[config.mk]
export PLATFORM = sky130hd
export DESIGN_NAME = pattern_player
export DESIGN_NICKNAME = d
export VERILOG_FILES = /design/src/rtl/pattern_player_pkg.sv /design/src/rtl/pattern_player_mem.sv /design/src/rtl/pattern_player.sv
export SDC_FILE = /design/constraint.sdc
export NUM_CORES = 1
export LEC_CHECK = 0
export CELL_PAD_IN_SITES_DETAIL_PLACEMENT = 0
export CELL_PAD_IN_SITES_GLOBAL_PLACEMENT = 1
export CORE_UTILIZATION = 40
export DETAILED_ROUTE_END_ITERATION = 16
export PLACE_DENSITY_LB_ADDON = 0.1
export SKIP_LAST_GASP = 1
export SLEW_MARGIN = 20
export SYNTH_ARGS = -nofsm -noshare
export SYNTH_HDL_FRONTEND = slang
export SYNTH_HIERARCHICAL = 1
export SYNTH_SLANG_ARGS = --single-unit
[constraint.sdc]
create_clock -name clk -period 4 [get_ports clk]
set_input_delay 0.8 -clock clk [delete_from_list [all_inputs] [get_ports clk]]
set_output_delay 0.8 -clock clk [all_outputs]
set_load 0.02 [all_outputs]
[src/rtl/pattern_player_pkg.sv]
// Shared types for the pattern player: FSM state encoding and the
// layout of one pattern-memory entry at the default vector widths.
package pattern_player_pkg;

    typedef enum logic [2:0] {
        ST_IDLE    = 3'd0,
        ST_APPLY   = 3'd1,
        ST_SETTLE  = 3'd2,
        ST_MEASURE = 3'd3,
        ST_DONE    = 3'd4
    } state_t;

    localparam int PP_NINPUTS  = 5;
    localparam int PP_NOUTPUTS = 2;

    // One stored pattern, packed most-significant first as {pi, xpct, mask}.
    typedef struct packed {
        logic [PP_NINPUTS-1:0]  pi;
        logic [PP_NOUTPUTS-1:0] xpct;
        logic [PP_NOUTPUTS-1:0] mask;
    } pat_entry_t;

    function automatic int entry_width(input int ninputs, input int noutputs);
        return ninputs + 2 * noutputs;
    endfunction

endpackage

[src/rtl/pattern_player_mem.sv]
// Pattern storage: single write port, registered read port, no reset.
// Contents are undefined until loaded.
module pattern_mem #(
    parameter int  DEPTH = 16,
    parameter int  W     = 9,
    localparam int AW    = $clog2(DEPTH)
) (
    input  logic          clk,
    input  logic          wr_en,
    input  logic [AW-1:0] wr_addr,
    input  logic [W-1:0]  wr_data,
    input  logic          rd_en,
    input  logic [AW-1:0] rd_addr,
    output logic [W-1:0]  rd_data
);

    logic [W-1:0] mem [DEPTH];

    // Write and registered read share the clock; read returns pre-write data.
    always_ff @(posedge clk) begin
        if (wr_en) begin
            mem[wr_addr] <= wr_data;
        end
        if (rd_en) begin
            rd_data <= mem[rd_addr];
        end
    end

endmodule

[src/rtl/pattern_player.sv]
// Pattern player: applies stored stimulus to a combinational block, waits
// SETTLE_CYC cycles, compares masked responses and accumulates results.
// Handshake: start is sampled only in IDLE (ignored while busy); done and
// fail_valid are single-cycle pulses with no backpressure.
module pattern_player
    import pattern_player_pkg::*;
#(
    parameter int NINPUTS    = PP_NINPUTS,
    parameter int NOUTPUTS   = PP_NOUTPUTS,
    parameter int DEPTH      = 16,
    parameter int SETTLE_CYC = 2,
    parameter int CNTW       = 8
) (
    input  logic                       clk,
    input  logic                       rst,
    input  logic                       ld_en,
    input  logic [$clog2(DEPTH)-1:0]   ld_addr,
    input  logic [NINPUTS-1:0]         ld_pi,
    input  logic [NOUTPUTS-1:0]        ld_xpct,
    input  logic [NOUTPUTS-1:0]        ld_mask,
    input  logic [$clog2(DEPTH):0]     pat_count,
    input  logic                       start,
    output logic [NINPUTS-1:0]         pi,
    input  logic [NOUTPUTS-1:0]        po,
    output logic                       busy,
    output logic                       done,
    output logic [$clog2(DEPTH)-1:0]   pat_idx,
    output logic                       fail_valid,
    output logic [NOUTPUTS-1:0]        fail_bits,
    output logic [CNTW-1:0]            fail_count,
    output logic [$clog2(DEPTH)-1:0]   first_fail,
    output logic                       any_fail,
    output state_t                     state
);

    localparam int AW = $clog2(DEPTH);
    localparam int EW = entry_width(NINPUTS, NOUTPUTS);
    localparam int SW = $clog2(SETTLE_CYC + 1);
    localparam logic [AW:0] DEPTH_C = (AW+1)'(DEPTH);

    typedef struct packed {
        logic [NINPUTS-1:0]  pi;
        logic [NOUTPUTS-1:0] xpct;
        logic [NOUTPUTS-1:0] mask;
    } entry_t;

    state_t                state_d;
    entry_t                rd_entry;
    logic [NOUTPUTS-1:0]   xpct_q;
    logic [NOUTPUTS-1:0]   mask_q;
    logic [NOUTPUTS-1:0]   diff;
    logic [SW-1:0]         settle_cnt;
    logic [AW:0]           last_q;
    logic [AW:0]           count_clamped;
    logic                  last_pat;
    logic                  rd_en;
    logic [AW-1:0]         rd_addr;
    logic                  wr_en;

    // The memory read for pattern k is issued one cycle ahead (at start or
    // in the previous MEASURE) so its data is ready during APPLY.
    pattern_mem #(.DEPTH(DEPTH), .W(EW)) u_mem (
        .clk     (clk),
        .wr_en   (wr_en),
        .wr_addr (ld_addr),
        .wr_data ({ld_pi, ld_xpct, ld_mask}),
        .rd_en   (rd_en),
        .rd_addr (rd_addr),
        .rd_data (rd_entry)
    );

    assign count_clamped = (pat_count > DEPTH_C) ? DEPTH_C : pat_count;
    assign last_pat      = ({1'b0, pat_idx} == last_q);
    assign diff          = (po ^ xpct_q) & mask_q;
    assign busy          = (state != ST_IDLE);
    assign done          = (state == ST_DONE);

    // Next state plus memory-port control.
    always_comb begin
        state_d = state;
        rd_en   = 1'b0;
        rd_addr = pat_idx + AW'(1);
        wr_en   = 1'b0;
        case (state)
            ST_IDLE: begin
                wr_en   = ld_en;
                rd_addr = '0;
                if (start) begin
                    if (pat_count != '0) begin
                        state_d = ST_APPLY;
                        rd_en   = 1'b1;
                    end else begin
                        state_d = ST_DONE;
                    end
                end
            end
            ST_APPLY:   state_d = ST_SETTLE;
            ST_SETTLE: begin
                if (settle_cnt == SW'(SETTLE_CYC - 1)) begin
                    state_d = ST_MEASURE;
                end
            end
            ST_MEASURE: begin
                if (last_pat) begin
                    state_d = ST_DONE;
                end else begin
                    state_d = ST_APPLY;
                    rd_en   = 1'b1;
                end
            end
            ST_DONE:    state_d = ST_IDLE;
            default:    state_d = ST_IDLE;
        endcase
    end

    // State register.
    always_ff @(posedge clk or posedge rst) begin
        if (rst) begin
            state <= ST_IDLE;
        end else begin
            state <= state_d;
        end
    end

    // Stimulus, comparator and result registers.
    always_ff @(posedge clk or posedge rst) begin
        if (rst) begin
            pi         <= '0;
            xpct_q     <= '0;
            mask_q     <= '0;
            settle_cnt <= '0;
            pat_idx    <= '0;
            last_q     <= '0;
            fail_valid <= 1'b0;
            fail_bits  <= '0;
            fail_count <= '0;
            first_fail <= '0;
            any_fail   <= 1'b0;
        end else begin
            fail_valid <= 1'b0;
            case (state)
                ST_IDLE: begin
                    if (start) begin
                        pat_idx    <= '0;
                        last_q     <= count_clamped - (AW+1)'(1);
                        fail_bits  <= '0;
                        fail_count <= '0;
                        first_fail <= '0;
                        any_fail   <= 1'b0;
                    end
                end
                ST_APPLY: begin
                    pi         <= rd_entry.pi;
                    xpct_q     <= rd_entry.xpct;
                    mask_q     <= rd_entry.mask;
                    settle_cnt <= '0;
                end
                ST_SETTLE: begin
                    settle_cnt <= settle_cnt + SW'(1);
                end
                ST_MEASURE: begin
                    if (diff != '0) begin
                        fail_valid <= 1'b1;
                        fail_bits  <= diff;
                        if (fail_count != '1) begin
                            fail_count <= fail_count + CNTW'(1);
                        end
                        if (!any_fail) begin
                            first_fail <= pat_idx;
                            any_fail   <= 1'b1;
                        end
                    end
                    if (!last_pat) begin
                        pat_idx <= pat_idx + AW'(1);
                    end
                end
                default: ;
            endcase
        end
    end

endmodule

==> flow_metrics.tcl <==
set metrics [dict create \
    cp_cell_sequence "nor3_2 -> inv_1 -> clkdlybuf4s50_1" \
    core_um2 19500 \
    slew_headroom_pct 38.6 \
    multi_input_area_um2 2190 \
    hold_path.class "register to register" \
    critPathCaptureType "output port" \
    dpl_cell_area_um2 8800 \
    viasPerCell 5.19 \
    ys_seq_area_share_pct 70.0 \
    diodes 0 \
    wl_um 15900 \
    gp_congestion 0.805 \
    num_rows 51 \
    drive_gt1_share_pct 17.4 \
    p_comb_share_pct 31.3 \
    cts_sinks 192 \
    worstPathRequired_ns 3.20 \
    use_met2_pct 28.6 \
    ctsHtreeMaxLevel 4 \
    numCtsBuffers 17 \
    dp.cells 772 \
    crit_family "buffers and inverters" \
    cp.buffers_inverters 2 \
    whs_path_depth 1 \
    grt_pass1_wl_um 24700 \
    vias 4170 \
    yosysWarnings 6 \
    routedWlPerCell_um 19.8 \
    synthesis.nets 483 \
    final_common_cell "edfxtp_1" \
    cts-root-buf "clkbuf_16" \
    seqPwrFrac_pct 40.7 \
    gr-usage-met1_pct 21.6 \
    cp_max_fo 10 \
    track_usage_pct 16.9 \
    slowest_stage "clkdlybuf4s50_1" \
    timing.final.ws_setup_ns 1.06 \
    clock_latency_ns 0.43 \
    synth_top_cells_by_area "edfxtp_1 (58%), dfrtp_1 (12%), mux4_2 (5.9%), mux4_1 (5.0%), a22oi_1 (1.8%)" \
    report.final.slew_viol_count 0 \
    hold_viol 0 \
    final_cell_mix "edfxtp_1 (153), clkdlybuf4s50_1 (53), dfrtp_1 (39), nand2_1 (37), nor2_1 (23)" \
    die_w_um 143 \
    swShare_pct 30.9 \
    status "finished, final reports clean" \
    power_switching_w 0.00197 \
    clk_pin_slew_ns 0.07 \
    synth.distinct_cells 55 \
    chipHeight_um 143 \
    setup_tns_ns 0 \
    cp.depth 3 \
    nFillCells 1650 \
    cts_resized 0 \
    grt_overflow 0 \
    cts_hold_buf 0 \
    synth_area_um2 7960 \
    antenna_found_initial 0 \
    place_ws_ns 0.875 \
    setup.worst_path.start_class "register" \
    yosys.area.top_type "edfxtp_1" \
    rsz0062_at_grt "no" \
    synth_top_cell_area_share_pct 57.8 \
    worst_slew_pin_slew_ns 0.919 \
    ys.flop_type "edfxtp_1" \
    dieArea_um2 20500 \
    syn_inst 455 \
    fmax_ghz 0.340 \
    internal_power_w 0.00440 \
    cp_data_arrival_time_ns 2.14 \
    fin_skew_ns 0.0122 \
    start_util_pct 40.9 \
    drc 0 \
    fin_crit_sh_pct 73.5 \
    max_cap_viol_count 0 \
    port-buffer-count 53 \
    ys_ff_latch 192 \
    final_area_um2 9430 \
    setup_violations 0 \
    cts_tree "yes" \
    grt.busiest_layer "met2" \
    io_pins 54 \
    stdcell_count 804 \
    cellPowerDensity_nw_per_um2 676 \
    cts_buffer_depth 2 \
    dp_hpwl_um 10700 \
    dr.pass1.iters 6 \
    regArea_um2 5570 \
    ant_nets 0 \
    grt_pass1_vias 4305 \
    leakage_nw 3.26 \
    cp_slowest_stage_delay_ns 0.56 \
    area_growth_pct 18.5 \
    grt_max_degree 40 \
    critical_path_class "register to output port" \
    ir_worst_vdd_v 0.000334 \
    synth_edf_count 153 \
    gr-usage-met3_pct 3.52 \
    post_cts_buffers 0 \
    nets 554 \
    min_period_ns 2.94 \
    drt-initial-drc-count 256 \
    rr_worst_depth 6 \
    syn_area_per_cell_um2 17.5 \
    p_clk_share_pct 27.9 \
    synth-async-reset-ratio_pct 20.3 \
]
layer usage:
layer	up-vias	share of wire, %
met5	-	0
met4	0	0.67
met3	5	4.4
met2	100	51
met1	2129	43
li1	1936	-
worst register-to-register path, delay by kind of cell, from the launching register on:
kind	cells	cell delay [ns]
buffers and inverters	1	0.35
AND/OR/NAND/NOR	3	0.86
flip-flops	1	0.61
multiplexers	1	0.59
AO/OA/AOI/OAI	1	0.26
Yosys cell counts (3+ instances only):
cell type / instances
a21oi_1: 5
mux4_1: 15
ha_1: 4
nor2b_1: 4
a211oi_1: 3
inv_1: 9
mux4_2: 21
buf_2: 3
mux2_2: 10
nand2_1: 37
nand2b_1: 7
edfxtp_1: 153
dfrtp_1: 39
a22oi_1: 19
nor3b_1: 3
and2_1: 3
buf_6: 7
xnor2_1: 8
o21ai_0: 5
or2_2: 3
nor3_1: 7
nor2_1: 25
mux2i_1: 13
nand3_1: 9
clkbuf_1: 5
xor2_1: 3
registers in the layout (all words and copies together), names as in the netlist, 2 cells and up:
name	flops
u_mem/mem	144
u_mem/rd_data	9
fail_count	8
last_q	5
pi	5
first_fail	4
pat_idx	4
state	3
fail_bits	2
mask_q	2
settle_cnt	2
xpct_q	2
cell families after synthesis:
family	synth area share (%)
simple gates	6.98
compound gates	4.53
mux	14.0
flops	70.0
buf+inv	2.67
fa+ha+maj	0.629
xor+xnor	1.21
path summary, 6_finish.rpt:
kind	from	to	slack (ns)
setup / recovery	state[2]	busy	1.06
hold / removal	u_mem/rd_data[5]	pi[1]	0.48
setup reg to reg	state[1]	u_mem/rd_data[8]	1.07
hold reg to reg	u_mem/rd_data[5]	pi[1]	0.48
max in group asynchronous	rst	settle_cnt[1]	2.82
min in group asynchronous	rst	fail_count[6]	0.81
per-stage QoR:
step	hold WS (ns)	utilization [%]	total power (W)
5_1_grt	0.490	48.4	0.00671
3_3_place_gp	0.457	45.2	0.00463
6_report	0.476	48.4	0.00637
4_1_cts	0.472	48.4	0.00646
2_1_floorplan	0.448	-	0.00411
3_5_place_dp	0.465	45.2	0.00467
power by group through the flow:
stage / Combinational, W / Clock [W] / Sequential (W)
floorplan: 0.00144 / 0 / 0.00267
global placement: 0.00200 / 0 / 0.00263
detailed placement: 0.00203 / 0 / 0.00264
CTS: 0.00204 / 0.00182 / 0.00260
global route: 0.00218 / 0.00190 / 0.00263
finish: 0.00200 / 0.00178 / 0.00260
cell type report:
class	instances	share of cell area (%)
flip-flops and latches	192	59.1
well taps	265	3.52
clock buffers	18	4.55
repair buffers	73	7.22
multi-input cells	233	23.2
clock inverters	14	2.07
inverters	9	0.358
Power figures use the tool's default switching activity.
